$ cat config.mk
export PLATFORM = sky130hd
export DESIGN_NAME = id_ex_stage
export DESIGN_NICKNAME = d
export VERILOG_FILES = /design/src/rtl/id_ex_stage.sv
export SDC_FILE = /design/constraint.sdc
export NUM_CORES = 1
export LEC_CHECK = 0
export BUFFER_PORTS_ARGS = -buffer_cell sky130_fd_sc_hd__buf_4
export CORE_UTILIZATION = 30
export CTS_BUF_LIST = sky130_fd_sc_hd__clkbuf_2 sky130_fd_sc_hd__clkbuf_4 sky130_fd_sc_hd__clkbuf_8
export CTS_CLUSTER_SIZE = 16
export DETAILED_ROUTE_END_ITERATION = 7
export GPL_ROUTABILITY_DRIVEN = 0
export GPL_TIMING_DRIVEN = 0
export PLACE_DENSITY = 0.67
export SLEW_MARGIN = 20
export SYNTH_ARGS = -nofsm -noshare
export SYNTH_HDL_FRONTEND = slang
export SYNTH_SLANG_ARGS = --single-unit
$ cat constraint.sdc
create_clock -name clk -period 2.8 [get_ports clk]
set_clock_uncertainty 0.05 [all_clocks]
set_input_delay 0.56 -clock clk [delete_from_list [all_inputs] [get_ports clk]]
set_output_delay 0.56 -clock clk [all_outputs]
set_load 0.05 [all_outputs]
$ cat src/rtl/id_ex_stage.sv
// rtl/id_ex_stage.sv - ID/EX pipeline register with load-use hazard detection, flush and hold
// Optional bubble counter enabled by defining ID_EX_STALL_CNT_EN.
module id_ex_stage #(
    parameter int DATA_W = 32
) (
    input  logic              clk,
    input  logic              reset,
    input  logic              id_valid,
    input  logic [3:0]        id_AluControl,
    input  logic              id_regW,
    input  logic              id_MemReg,
    input  logic              id_memWritte,
    input  logic              id_Branch,
    input  logic [1:0]        id_AluSrcD,
    input  logic              id_RegD,
    input  logic [3:0]        id_ShiftD,
    input  logic [3:0]        id_MemReadByte,
    input  logic [3:0]        id_MemWriteByte,
    input  logic [4:0]        id_rs,
    input  logic [4:0]        id_rt,
    input  logic [4:0]        id_rd,
    input  logic [DATA_W-1:0] id_a,
    input  logic [DATA_W-1:0] id_b,
    input  logic [DATA_W-1:0] id_imm,
    input  logic              hold,
    input  logic              flush,
    output logic              ex_valid,
    output logic [3:0]        ex_AluControl,
    output logic              ex_regW,
    output logic              ex_MemReg,
    output logic              ex_memWritte,
    output logic              ex_Branch,
    output logic [1:0]        ex_AluSrcD,
    output logic              ex_RegD,
    output logic [3:0]        ex_ShiftD,
    output logic [3:0]        ex_MemReadByte,
    output logic [3:0]        ex_MemWriteByte,
    output logic [4:0]        ex_rs,
    output logic [4:0]        ex_rt,
    output logic [4:0]        ex_dst,
    output logic [DATA_W-1:0] ex_a,
    output logic [DATA_W-1:0] ex_b,
    output logic [DATA_W-1:0] ex_imm,
    output logic              stall_if,
    output logic [15:0]       stall_cnt
);

    logic hazard;
    logic load_bubble;

    // A load in EX whose destination is read by the decoding instruction; rt only counts for R-type.
    assign hazard = ex_valid && ex_MemReg && ex_regW && (ex_dst != 5'd0) && id_valid &&
                    ((ex_dst == id_rs) || ((ex_dst == id_rt) && id_RegD));

    always_comb begin
        stall_if = 1'b0;
        if (reset)
            stall_if = 1'b0;
        else if (hold)
            stall_if = 1'b1;
        else if (flush)
            stall_if = 1'b0;
        else
            stall_if = hazard;
    end

    assign load_bubble = reset || (!hold && (flush || hazard || !id_valid));

    always_ff @(posedge clk) begin
        if (load_bubble) begin
            ex_valid        <= 1'b0;
            ex_AluControl   <= 4'b0000;
            ex_regW         <= 1'b0;
            ex_MemReg       <= 1'b0;
            ex_memWritte    <= 1'b0;
            ex_Branch       <= 1'b0;
            ex_AluSrcD      <= 2'b00;
            ex_RegD         <= 1'b0;
            ex_ShiftD       <= 4'b0000;
            ex_MemReadByte  <= 4'b1111;
            ex_MemWriteByte <= 4'b1111;
            ex_rs           <= 5'd0;
            ex_rt           <= 5'd0;
            ex_dst          <= 5'd0;
            ex_a            <= '0;
            ex_b            <= '0;
            ex_imm          <= '0;
        end else if (!hold) begin
            ex_valid        <= 1'b1;
            ex_AluControl   <= id_AluControl;
            ex_regW         <= id_regW;
            ex_MemReg       <= id_MemReg;
            ex_memWritte    <= id_memWritte;
            ex_Branch       <= id_Branch;
            ex_AluSrcD      <= id_AluSrcD;
            ex_RegD         <= id_RegD;
            ex_ShiftD       <= id_ShiftD;
            ex_MemReadByte  <= id_MemReadByte;
            ex_MemWriteByte <= id_MemWriteByte;
            ex_rs           <= id_rs;
            ex_rt           <= id_rt;
            ex_dst          <= id_RegD ? id_rd : id_rt;
            ex_a            <= id_a;
            ex_b            <= id_b;
            ex_imm          <= id_imm;
        end
    end

`ifdef ID_EX_STALL_CNT_EN
    logic [15:0] cnt_q;

    // Only hazard bubbles are counted; a flush in the same cycle wins and is not a stall.
    always_ff @(posedge clk) begin
        if (reset)
            cnt_q <= 16'h0000;
        else if (!hold && !flush && hazard && (cnt_q != 16'hFFFF))
            cnt_q <= cnt_q + 16'h0001;
    end

    assign stall_cnt = cnt_q;
`else
    assign stall_cnt = 16'h0000;
`endif

endmodule

==> key figures <==
STA
  • Setup TNS: 0 ns
  • Minimum clock period: 2.61 ns
  • Slew Limit Fails: 0
  • Final setup viols: 0
  • Fin crit share: 93.4%
  • WHS: 0.324 ns
  • Worst-Margin Slew: 0.708 ns
  • Max-slew headroom: 52.8%
  • RSZ-0062 raised after global routing: no
  • Max Freq: 382 MHz
  • Hold Vio Cnt, Final: 0

Power
  • NetSw: 1.44 mW
  • Sw frac: 31.7%
  • Final total power: 4.54 mW
  • LEAKAGE: 4.13 nW
  • Seq pwr share: 45.4%
  • Internal power: 3.10 mW
  • Power per cell area: 525 mW/mm^2
  • Clk pwr share: 34.2%
  • Power share of the combinational group: 20.4%
  • Peak supply drop: 0.000276 V

Final layout
  • # nets final: 1096
  • Layout Cells excl Fill: 1230
  • Multi-input gate area: 0.00273 mm^2
  • Area Growth Syn to Fin: 48.4%
  • Layout Utilization: 45.8%
  • Share of layout cells above drive strength 1: 40.8%
  • Filler cells: 1947
  • FF/Latch Area: 0.00271 mm^2
  • Diodes inserted: 0

GRT
  • Largest net degree at the start of global routing: 17
  • Gr usage total: 18.8%
  • Antenna violations before repair: 0
  • Vias in the first global route: 5433
  • Remaining global-route overflow: 0
  • First-pass GRT wire length: 29.2 mm

Clocking
  • CTS Root Cell: clkbuf_8
  • CTS tree: yes
  • Total CTS buffers: 17
  • Worst-skew pair later-pin latency: 0.44 ns
  • Clk pin slew, worst setup/hold paths: 0.08 ns
  • H-tree depth: 4
  • CTS Hold Bufs: 0
  • Clock sink count: 135
  • CTS max path bufs: 2

Logic synthesis
  • Mux contribution to synthesized area: 0.965%
  • Synth Area in Adders: 0%
  • Warnings, synthesis: 0
  • Syn Std Cell Area: 0.00583 mm^2
  • Post-Syn Area per Cell: 8.99 um^2
  • Top cells by area, synth: dfxtp_1 (46%), a2bb2oi_1 (18%), nand2_1 (8.0%), o21ai_0 (5.4%), o21ai_1 (4.7%)
  • Seq/Total Area, Yosys: 46.3%
  • Post-Synthesis Cells: 649
  • Synth Area in Compound Gates: 33.6%
  • Largest family of logic cells by synthesized area: compound AO/OA/AOI/OAI gates
  • Area leader, netlist: dfxtp_1
  • Yosys reg bits: 135
  • Xor and xnor area share after synthesis: 1.50%
  • Post-Synth Simple-Gate Area: 9.69%
  • Share of the synthesized area in the top cell type: 46.3%
  • Netlist cell types: 31

Route
  • Pre-Repair DR Iteration Count: 4
  • WL final: 19.4 mm
  • Wire per inst: 15.8 um
  • DR vias/cell: 4.75
  • DR vias: 5840
  • Drt initial violations: 273
  • Final antenna-violating net count: 0
  • DRC errors left: 0

Floorplanning
  • Die Ht: 141 um
  • Starting Density: 30.9%
  • Row count: 50
  • Full die area: 0.0200 mm^2
  • Die X: 141 um
  • I/O pins: 291
  • Core ar.: 0.0189 mm^2

Job
  • Max_cap viols: 0

Worst setup path
  • Endpoint type of the worst setup path: output port
  • Slowest stage delay, CP: 0.42 ns
  • Critical-path top delay cell: dfxtp_2
  • Crit-path max FO: 9
  • Cell Chain, Critical Path: xnor2_1, nand4_1, o22a_1, buf_2, o21ai_1, buf_4
  • Required time of the critical path: 2.19 ns
  • Worst Path Arrival: 2.00 ns
  • WS Path Type: reg2out
  • Type of origin of the critical path: flop

Placed design
  • DP Wirelength: 14.2 mm
  • I/O Buffers: 273
  • Placed cells: 1197

Status
  • Outcome: completed

Hold path
  • Min-delay worst type: in2reg
## cells in the final DEF, fill, tap and decap left out, drive strengths merged
cell        n
a21oi      19
a22oi       6
bufinv      1
nor4b       1
clkinv      6
buf       334
nand3b      1
clkinvlp    4
mux2        5
nand4       2
inv         1
o32ai       8
clkbuf     36
dfxtp     135
nor2b       1
nor2       10
nand2b      1
nor3        1
nand3       1
a21o        1
conb       16
nand2     124
o22a        1
o22ai       1
o21ai     123
a2bb2oi   121
xnor2      10
## flip-flops by register name, summed over array words and instances, names as in the netlist
| signal | flops |
|---|---|
| ex_imm | 32 |
| ex_MemWriteByte | 4 |
| ex_AluSrcD | 2 |
| ex_regW | 1 |
| ex_RegD | 1 |
| ex_Branch | 1 |
| ex_MemReg | 1 |
| ex_MemReadByte | 4 |
| ex_memWritte | 1 |
| ex_b | 32 |
| ex_valid | 1 |
| ex_a | 32 |
| ex_rs | 5 |
| ex_rt | 5 |
| ex_ShiftD | 4 |
| ex_AluControl | 4 |
| ex_dst | 5 |
## per-stage QoR
step / instance area (um^2) / worst slack, ns
CTS: 8650 / 0.00424
finish: 8660 / 0.185
global route: 8660 / 0.0631
detailed placement: 8270 / 0.211
global placement: 8270 / 0.223
floorplan: 5890 / 0.0259
## power by group through the flow
| stage | sequential [mW] | clock [mW] | combinational [mW] |
|---|---|---|---|
| global placement | 2.10 | 0 | 0.927 |
| detailed placement | 2.11 | 0 | 0.931 |
| global route | 2.07 | 1.68 | 0.976 |
| CTS | 2.06 | 1.60 | 0.932 |
| floorplan | 2.41 | 0 | 0.250 |
| finish | 2.06 | 1.55 | 0.927 |
## cells by family after synthesis
logic type             Yosys count
AND/OR/NAND/NOR                142
buffers and inverters           76
multiplexers                     5
flip-flops                     135
AO/OA/AOI/OAI                  280
XOR/XNOR                        10
other                            1
## area by class of cell
type | count | area share [%]
flip-flops and latches | 135 | 31.3
well taps | 260 | 3.76
plain buffers | 75 | 5.25
multi-input cells | 453 | 31.6
repair buffers | 275 | 23.8
clock inverters | 12 | 1.19
clock buffers | 20 | 3.11
## path summary, 6_finish.rpt
path	slack (ns)	start	endpoint	depth (start not counted)
max	0.19	ex_dst[2]$_SDFFE_PP0N_	stall_if	6
min	0.32	id_b[26]	ex_b[26]$_SDFFE_PP0N_	3
min reg2reg	0.42	ex_a[27]$_SDFFE_PP0N_	ex_a[27]$_SDFFE_PP0N_	2
max reg2reg	0.89	ex_dst[2]$_SDFFE_PP0N_	ex_RegD$_SDFFE_PP0N_	5
## critical path, delay by kind of cell, from the launching register on
family,cells,cell delay (ns)
AO/OA/AOI/OAI,2,0.40
XOR/XNOR,1,0.14
buffers and inverters,2,0.40
flip-flops,1,0.42
AND/OR/NAND/NOR,1,0.20
## metal layers
metal	wire length, um	up-vias	GRT usage (%)
met3	1300	18	5.94
met1	8660	2702	23.5
met5	0	-	0
met4	280	0	5.55
met2	9160	181	30.9
li1	-	2939	-
## cell usage after synthesis
library cell	n
conb_1	1
nand2_1	124
buf_1	3
a21oi_1	13
mux2_2	5
nor4b_2	1
nor3_2	1
clkbuf_1	7
o22ai_4	1
nor2_1	10
buf_6	4
o22a_1	1
nor2b_1	1
buf_2	31
o21ai_2	5
o21ai_1	55
dfxtp_1	135
buf_4	21
a22oi_1	6
nand2b_1	1
nand3_1	1
a21o_1	1
a21oi_2	6
nand3b_1	1
xnor2_1	10
clkbuf_2	9
o21ai_0	63
nand4_1	2
a2bb2oi_1	121
buf_8	1
o32ai_1	8
## what timing repair did
action                     CTS  global route
gates resized for setup      5             1
setup buffers                0             2
setup endpoints to repair    1             1
No activity file was read; power rests on OpenSTA's default activity.
